<file path="config.mk">
export PLATFORM = sky130hd
export DESIGN_NAME = physics_scheduler_flat
export DESIGN_NICKNAME = d
export VERILOG_FILES = /design/src/rtl/physics_scheduler_if.sv /design/src/rtl/physics_scheduler.sv /design/src/flat_wrapper.sv
export SDC_FILE = /design/constraint.sdc
export NUM_CORES = 1
export LEC_CHECK = 0
export CAP_MARGIN = 20
export CORE_ASPECT_RATIO = 0.75
export CORE_MARGIN = 5
export CORE_UTILIZATION = 35
export CTS_CLUSTER_DIAMETER = 100
export DETAILED_ROUTE_END_ITERATION = 8
export GPL_TIMING_DRIVEN = 0
export SYNTH_ARGS = -nofsm -noshare
export SYNTH_HDL_FRONTEND = slang
export SYNTH_SLANG_ARGS = --single-unit
</file>
<file path="constraint.sdc">
create_clock -name clk -period 5.1 [get_ports clk]
set_input_delay 1.275 -clock clk [delete_from_list [all_inputs] [get_ports clk]]
set_output_delay 1.275 -clock clk [all_outputs]
set_load 0.02 [all_outputs]
</file>
<file path="src/rtl/physics_scheduler_if.sv">
// Op port between the physics scheduler and the physics datapath.
// Valid/ready handshake carrying an op code and up to two entity indices.
interface physics_scheduler_if #(
    parameter int unsigned IDX_W = 3
) ();
    logic             op_valid;
    logic             op_ready;
    logic [1:0]       op_code;
    logic [IDX_W-1:0] op_a;
    logic [IDX_W-1:0] op_b;

    modport master (
        output op_valid,
        output op_code,
        output op_a,
        output op_b,
        input  op_ready
    );

    modport slave (
        input  op_valid,
        input  op_code,
        input  op_a,
        input  op_b,
        output op_ready
    );
endinterface

</file>
<file path="src/rtl/physics_scheduler.sv">
// Per-frame op sequencer: MOVE and POWER per entity, then PAIR per unordered pair,
// issued one at a time over a shared valid/ready port. Counts frame ticks dropped while busy.
module physics_scheduler #(
    parameter int unsigned N     = 8,
    parameter int unsigned IDX_W = 3
) (
    input  logic                 clk,
    input  logic                 rst_n,
    input  logic                 frame_tick,
    input  logic                 enable,
    physics_scheduler_if.master  op,
    output logic                 busy,
    output logic                 frame_done,
    output logic [7:0]           overrun_cnt
);
    localparam int unsigned CNT_W = 8;
    localparam logic [IDX_W-1:0] LAST_IDX   = IDX_W'(N - 1);
    localparam logic [IDX_W-1:0] LAST_A     = IDX_W'(N - 2);
    localparam logic [1:0]       OP_MOVE    = 2'd0;
    localparam logic [1:0]       OP_POWER   = 2'd1;
    localparam logic [1:0]       OP_PAIR    = 2'd2;
    localparam logic [CNT_W-1:0] CNT_MAX    = {CNT_W{1'b1}};

    typedef enum logic [2:0] {
        IDLE  = 3'd0,
        MOVE  = 3'd1,
        POWER = 3'd2,
        PAIR  = 3'd3,
        DONE  = 3'd4
    } state_t;

    state_t           state_q, state_d;
    logic [IDX_W-1:0] a_q, a_d;
    logic [IDX_W-1:0] b_q, b_d;

    logic             op_valid_d;
    logic [1:0]       op_code_d;
    logic [IDX_W-1:0] op_a_d;
    logic [IDX_W-1:0] op_b_d;
    logic             busy_d;
    logic             frame_done_d;
    logic             hs;

    assign hs = op.op_valid & op.op_ready;

    always_ff @(posedge clk or negedge rst_n) begin
        if (!rst_n) begin
            state_q <= IDLE;
            a_q     <= '0;
            b_q     <= '0;
        end else begin
            state_q <= state_d;
            a_q     <= a_d;
            b_q     <= b_d;
        end
    end

    // Next state/indices, then outputs decoded from the next state so they register in step.
    always_comb begin
        state_d      = state_q;
        a_d          = a_q;
        b_d          = b_q;
        op_valid_d   = 1'b0;
        op_code_d    = OP_MOVE;
        op_a_d       = '0;
        op_b_d       = '0;
        busy_d       = 1'b1;
        frame_done_d = 1'b0;

        unique case (state_q)
            IDLE: begin
                if (frame_tick && enable) begin
                    state_d = MOVE;
                    a_d     = '0;
                    b_d     = '0;
                end
            end
            MOVE: begin
                if (hs) begin
                    if (a_q == LAST_IDX) begin
                        state_d = POWER;
                        a_d     = '0;
                    end else begin
                        a_d = a_q + IDX_W'(1);
                    end
                end
            end
            POWER: begin
                if (hs) begin
                    if (a_q == LAST_IDX) begin
                        state_d = PAIR;
                        a_d     = '0;
                        b_d     = IDX_W'(1);
                    end else begin
                        a_d = a_q + IDX_W'(1);
                    end
                end
            end
            PAIR: begin
                if (hs) begin
                    if (b_q != LAST_IDX) begin
                        b_d = b_q + IDX_W'(1);
                    end else if (a_q != LAST_A) begin
                        a_d = a_q + IDX_W'(1);
                        b_d = a_q + IDX_W'(2);
                    end else begin
                        state_d = DONE;
                    end
                end
            end
            DONE:    state_d = IDLE;
            default: state_d = IDLE;
        endcase

        unique case (state_d)
            MOVE: begin
                op_valid_d = 1'b1;
                op_code_d  = OP_MOVE;
                op_a_d     = a_d;
            end
            POWER: begin
                op_valid_d = 1'b1;
                op_code_d  = OP_POWER;
                op_a_d     = a_d;
            end
            PAIR: begin
                op_valid_d = 1'b1;
                op_code_d  = OP_PAIR;
                op_a_d     = a_d;
                op_b_d     = b_d;
            end
            DONE:    frame_done_d = 1'b1;
            IDLE:    busy_d       = 1'b0;
            default: busy_d       = 1'b0;
        endcase
    end

    always_ff @(posedge clk or negedge rst_n) begin
        if (!rst_n) begin
            op.op_valid <= 1'b0;
            op.op_code  <= OP_MOVE;
            op.op_a     <= '0;
            op.op_b     <= '0;
            busy        <= 1'b0;
            frame_done  <= 1'b0;
        end else begin
            op.op_valid <= op_valid_d;
            op.op_code  <= op_code_d;
            op.op_a     <= op_a_d;
            op.op_b     <= op_b_d;
            busy        <= busy_d;
            frame_done  <= frame_done_d;
        end
    end

    // Ticks arriving outside IDLE are dropped and counted, saturating.
    always_ff @(posedge clk or negedge rst_n) begin
        if (!rst_n) begin
            overrun_cnt <= '0;
        end else if (frame_tick && (state_q != IDLE) && (overrun_cnt != CNT_MAX)) begin
            overrun_cnt <= overrun_cnt + CNT_W'(1);
        end
    end
endmodule
</file>
<file path="src/flat_wrapper.sv">
// flat-port wrapper written by rule: the top's interface ports become plain ports
module physics_scheduler_flat 
#(
    parameter int unsigned N     = 8,
    parameter int unsigned IDX_W = 3
)
  (clk, rst_n, frame_tick, enable, busy, frame_done, overrun_cnt, op_op_valid, op_op_code, op_op_a, op_op_b, op_op_ready);
  physics_scheduler_if #(.IDX_W(IDX_W)) op_i ();
  input  logic clk;
  input  logic rst_n;
  input  logic frame_tick;
  input  logic enable;
  output logic busy;
  output logic frame_done;
  output logic [7:0] overrun_cnt;
  output wire logic [$bits(op_i.op_valid)-1:0] op_op_valid;
  output wire logic [$bits(op_i.op_code)-1:0] op_op_code;
  output wire logic [$bits(op_i.op_a)-1:0] op_op_a;
  output wire logic [$bits(op_i.op_b)-1:0] op_op_b;
  input wire logic [$bits(op_i.op_ready)-1:0] op_op_ready;
  assign op_op_valid = op_i.op_valid;
  assign op_op_code = op_i.op_code;
  assign op_op_a = op_i.op_a;
  assign op_op_b = op_i.op_b;
  assign op_i.op_ready = op_op_ready;
  physics_scheduler #(.N(N), .IDX_W(IDX_W)) u_core (.clk(clk), .rst_n(rst_n), .frame_tick(frame_tick), .enable(enable), .op(op_i), .busy(busy), .frame_done(frame_done), .overrun_cnt(overrun_cnt));
endmodule
</file>
After elaboration in Yosys (flattened, before gate mapping)
Cells that the tools add are included.
{"block": "word_totals", "register_bits": 28}
{"block": "classes", "add_sub_neg": 4, "n_eq_ne": 11, "muxes": 29, "n_bitwise": 1, "n_reduce_logical": 8}
{"cell": "$mux W3", "count": 22}
{"cell": "$pmux W3 S3", "count": 2}
{"cell": "$eq A3 B2 Y1 const B", "count": 4}
{"cell": "$pmux W3 S4", "count": 1}
{"cell": "$add A8 B1 Y8 const B", "count": 1}
{"cell": "$ne A8 B8 Y1 const B", "count": 1}
{"cell": "$add A3 B1 Y3 const B", "count": 2}
{"cell": "$eq A3 B1 Y1 const B", "count": 2}
{"cell": "$eq A3 B3 Y1 const B", "count": 2}
{"cell": "$ne A3 B3 Y1 const B", "count": 2}
{"cell": "$pmux W2 S2", "count": 1}
{"cell": "$reduce_or A4 Y1", "count": 1}
{"cell": "$add A3 B2 Y3 const B", "count": 1}
{"cell": "$logic_and A1 B1 Y1", "count": 3}
{"cell": "$logic_not A3 Y1", "count": 1}
{"cell": "$mux W1", "count": 3}
{"cell": "$reduce_bool A3 Y1", "count": 1}
{"cell": "$reduce_or A3 Y1", "count": 1}
{"cell": "$reduce_or A2 Y1", "count": 1}
{"cell": "$and A1 B1 Y1", "count": 1}

Depth between registers and ports, before layout
Gate-level depths: netlist of the first run.
{"block": "logic_depth", "ltp_word": 8, "depth_mapped": 7, "ltp_nobuf": 6}

Least setup slack after synthesis of the first run
OpenSTA, ideal clock, no wires.
{"block": "synth_timing", "path_type": "input-to-reg", "startpoint": "in op_op_ready", "endpoint": "reg u_core.op.op_b[1]", "setup_ps": 78, "arrival_time_ps": 2059, "required_time_ps": 5022, "setup_slack_ps": 2963, "path_stages": 4, "cell_sequence": "and3_2 > a221oi_1 > o21ai_0 > a21oi_1"}
{"block": "synth_via", "elab_chain_len": 5, "elab_cells_between_ends": 10, "cone_classes": "eq/ne (1); mux (8); bitwise (1)"}
{"element": "start, declared", "line": "flat_wrapper.sv:20", "rtl": "input wire logic [$bits(op_i.op_ready)-1:0] op_op_ready;"}
{"element": "$and A1 B1 Y1 (*)", "line": "physics_scheduler.sv:44", "rtl": "assign hs = op.op_valid & op.op_ready;"}
{"element": "$mux W3 (on tied branches)", "line": "physics_scheduler.sv:100, physics_scheduler.sv:79, physics_scheduler.sv:89"}
{"element": "$pmux W3 S4", "line": "physics_scheduler.sv:70", "rtl": "unique case (state_q)"}
{"element": "$eq A3 B2 Y1", "line": "physics_scheduler.sv:115", "rtl": "unique case (state_d)"}
{"element": "$mux W3 (*)", "line": "physics_scheduler.sv:115"}
{"element": "net u_core.op_b_d[1]", "line": "physics_scheduler.sv:39", "rtl": "logic [IDX_W-1:0] op_b_d;"}
{"element": "end signal, assigned", "line": "physics_scheduler.sv:150", "rtl": "op.op_b <= op_b_d;"}
{"element": "end, declared", "line": "physics_scheduler_if.sv:16", "rtl": "output op_b,"}
Mark *: on every way through the listed nets, which the timed path passes. The rest lies on a longest branch.
A chain may end at the register's enable or synchronous reset.

Worst setup path after layout of the first run
{"block": "layout_timing", "startpoint": "in op_op_ready", "endpoint": "reg u_core.op.op_a[0]"}
{"block": "layout_via", "elab_chain_len": 6, "elab_cells_between_ends": 13, "cone_classes": "eq/ne (3); mux (8); bitwise (1); reduce/logical (1)"}
{"element": "$and A1 B1 Y1 (*)", "line": "physics_scheduler.sv:44"}
{"element": "$mux W3 (on tied branches)", "line": "physics_scheduler.sv:100, physics_scheduler.sv:79, physics_scheduler.sv:89"}
{"element": "$pmux W3 S4", "line": "physics_scheduler.sv:70"}
{"element": "$eq A3 B1 Y1 / $eq A3 B2 Y1 (equally long branches)", "line": "physics_scheduler.sv:115"}
{"element": "$reduce_or A3 Y1 (no source line)"}
{"element": "$mux W3 (*)", "line": "physics_scheduler.sv:115"}
{"element": "net u_core.op_a_d[0]", "line": "physics_scheduler.sv:38", "rtl": "logic [IDX_W-1:0] op_a_d;"}
{"element": "end signal, assigned", "line": "physics_scheduler.sv:149", "rtl": "op.op_a <= op_a_d;"}
{"element": "end, declared", "line": "physics_scheduler_if.sv:15", "rtl": "output op_a,"}
Marked as above.

==> metrics.txt, run 1 <==
layout cell share with drive strength beyond 1=12.36%; CTS clk-pin slew, worst paths=0.09 ns; internal cell power=slightly above 0.6 mW; Port Buf Inserts=23; number of synthesized flops with an enable pin=0; deepest clock path buffer count=2; vias in the first global route=1,127; wire per inst=roughly 14 µm; post-detailed-route count of antenna-violating nets=0; number of remaining DRC errors=0; Detailed Route WL=~3400 µm; CP Class=primary input to register; Clk pwr share=around 14%; Vias=roughly 1,200; Worst slew margin=44.06%; largest net degree at the start of global routing=19; Post-Syn Instances=150; GRT Overall Usage=between 10% and 20%; hold path depth=1; Detailed Place HPWL=between 2000 and 3000 µm; Worst Max-Slew Pin Slew=between 0.8 and 0.9 ns; Comb pwr share=50.3%; Die Wd=85.69 µm; Post-synth top flop=dfrtp_1; overall power=between 1 and 1.5 mW; Critical Path AT=between 2 and 3 ns; largest area contributor in the netlist=dfrtp_1; vias per cell=between 5 and 6; # rows=20; Final Skew=~0.0017 ns; sequential power share=36.2%; FFs w/ async S/R, synth=100.0%; ANT cells=0; starting DRC count in detailed routing=140; CTS Buf Count=3; CP Data Required Time=about 5.3 ns; fin crit share=54.23%; initial antenna violation count=0; Die ar.=~5700 µm²; Leakage=between 0.8 and 0.9 nW; first-pass GRT wire length=between 5000 and 6000 µm; fillers=394; final setup violation count=0; hold crit path type=register to register; core area=slightly above 4000 µm²; clk sinks=28; Pins Over Slew Limit=0; Pre-Repair DR Iteration Count=5; Register Area=between 700 and 800 µm²; Post-CTS Setup Inserts=0; CTS Hold Bufs=0; H-tree levels=1; startpoint types=primary input; P&R area growth vs syn=24.54%; Layout Nets=190; Syn Nets=161; Cell Pwr Density=542.9 nW/µm²; Max Cap Violations=0; chip height=between 60 and 70 µm; Net Sw Power=0.4110 mW; Commonest cells post-synth=dfrtp_1, nand2_1, nor2_1, o21ai_0, a21oi_1; Net Sw Frac=around two fifths; max frequency=between 300 and 400 MHz; Starting Density=36.65%; Peak VDD IR=around 0.22 mV; ranking of synthesized cells by area=dfrtp_1, ha_1, nand2_1; synth warn=0; footprint of the multi-input gates=between 700 and 800 µm²; RSZ-0062 raised after global routing=no; Yosys top cell area share=between 40 and 50%; final instance area=1873 µm²; Placer Congestion=between 0.8 and 0.9; number of synthesized register bits=28; utilization after layout=roughly 46%; total grt overflow=0; final hold violations=0; outcome=completed; most common cell in the synthesized netlist=dfrtp_1; DP Area=around 1800 µm²; CP Max Fanout=7; syn_area_per_cell=10.03 µm²; CTS tree=built; Tmin final=roughly 2.8 ns; count of different cell masters after synthesis=39; Worst-Skew Late Latency=approximately 0.27 ns; Setup crit end kind=register; worst r2r path cells=6; IO Pins=24; Clock Tree Root=clkbuf_8; Synth Cell Area=~1500 µm²; # resized after CTS=0; Setup TNS Final=0 ns; sequential fraction of the synthesis area=a little under half
through the flow:
stage	hold WS (ns)	worst slack, ns	cells
final	0.5107	2.334	233
after global routing	0.5284	2.159	233
after CTS	0.5155	2.356	233
after detailed placement	0.4982	2.069	229
after global placement	0.4913	2.063	228
after floorplan	0.5065	2.963	150
cell type report:
cell class	count	area share (%)
sequential	28	37.41
multi-input combinational	108	37.74
clock buffer	4	2.939
timing repair buffer	24	13.09
buffer	6	3.540
tap	55	3.674
inverter	8	1.603
final timing paths:
kind | from | end | slack [ns]
worst max register to register | u_core.a_q[0] | u_core.op.op_b[1] | 3.20
max in group asynchronous | rst_n | u_core.op.op_valid | 3.07
worst min-delay path | u_core.overrun_cnt[7] | u_core.overrun_cnt[7] | 0.51
worst max-delay path | op_op_ready | u_core.op.op_a[0] | 2.33
worst min register to register | u_core.overrun_cnt[7] | u_core.overrun_cnt[7] | 0.51
min in group asynchronous | rst_n | u_core.overrun_cnt[2] | 1.47
power by group through the flow:
| stage | Clock (mW) | Combinational [mW] | Sequential [mW] |
|---|---|---|---|
| CTS | 0.143 | 0.516 | 0.368 |
| floorplan | 0 | 0.283 | 0.418 |
| detailed placement | 0 | 0.514 | 0.372 |
| finish | 0.137 | 0.511 | 0.368 |
| global placement | 0 | 0.504 | 0.371 |
| global route | 0.152 | 0.567 | 0.381 |
critical path, cell delays in order:
cell and delay, ns:
clkdlybuf4s50_1 0.60, nand2_1 0.21, nor3_1 0.44, a221oi_1 0.19
a211oi_1 0.24
cell usage in the layout, fill, tap and decap left out, drive strengths merged:
cell and instances:
a211o 2, a211oi 3, a21boi 1, a21o 1, a21oi 10, a221oi 2, a31o 1, a31oi 3
a32oi 1, and2b 1, and3 3, and4b 1, buf 4, clkbuf 7, clkdlybuf4s50 23, dfrtp 28
ha 6, inv 8, mux2 2, nand2 18, nand2b 1, nand3 6, nand3b 2, nand4 1
nor2 11, nor2b 1, nor3 3, nor3b 1, o211ai 3, o21ai 10, o2bb2ai 2, o31a 2
or3 1, or4b 1, xnor2 4, xor2 4
registers in the layout, summed over array words and instances, names as in the netlist:
register,count
u_core.b_q,3
u_core.busy,1
u_core.op.op_b,3
u_core.a_q,3
u_core.op.op_valid,1
u_core.op.op_code,2
u_core.frame_done,1
u_core.state_q,3
u_core.overrun_cnt,8
u_core.op.op_a,3
routing by layer:
layer  track usage, %  part of all wire (%)  vias to the layer above
met5                0                     0                        -
met4            4.348                   1.2                        0
met3            3.461                   5.7                        5
met2            19.86                    45                       37
met1            17.90                    48                      576
li1                 -                     -                      591
cell families after synthesis:
logic type / count (synthesis) / share of synthesized area, %
AOI/OAI and AO/OA: 41 / 18.89
DFF: 28 / 46.59
buffers and inverters: 14 / 6.406
xor gates and xnor gates: 8 / 4.658
muxes: 2 / 1.497
adders and majority gates: 6 / 4.992
and+or+nand+nor: 51 / 16.97
(Power assumes the default switching activity.)
==> run 2: changes to the inputs <==
==> constraint.sdc (replaced) <==
create_clock -name clk -period 2.7 [get_ports clk]
set_input_delay 0.675 -clock clk [delete_from_list [all_inputs] [get_ports clk]]
set_output_delay 0.675 -clock clk [all_outputs]
set_load 0.02 [all_outputs]
==> results of run 2 <==
The final DEF is identical to that of run 1. Status: completed.
Among the figures that moved: setup slack after placement 2.069 ns -> 0.2685 ns; setup slack after layout 2.334 ns -> 0.5342 ns; register-to-register setup slack 3.20 ns -> 0.80 ns; total power 1.017 mW -> 1.921 mW; worst IR drop on VDD 0.2222 mV -> 0.4196 mV
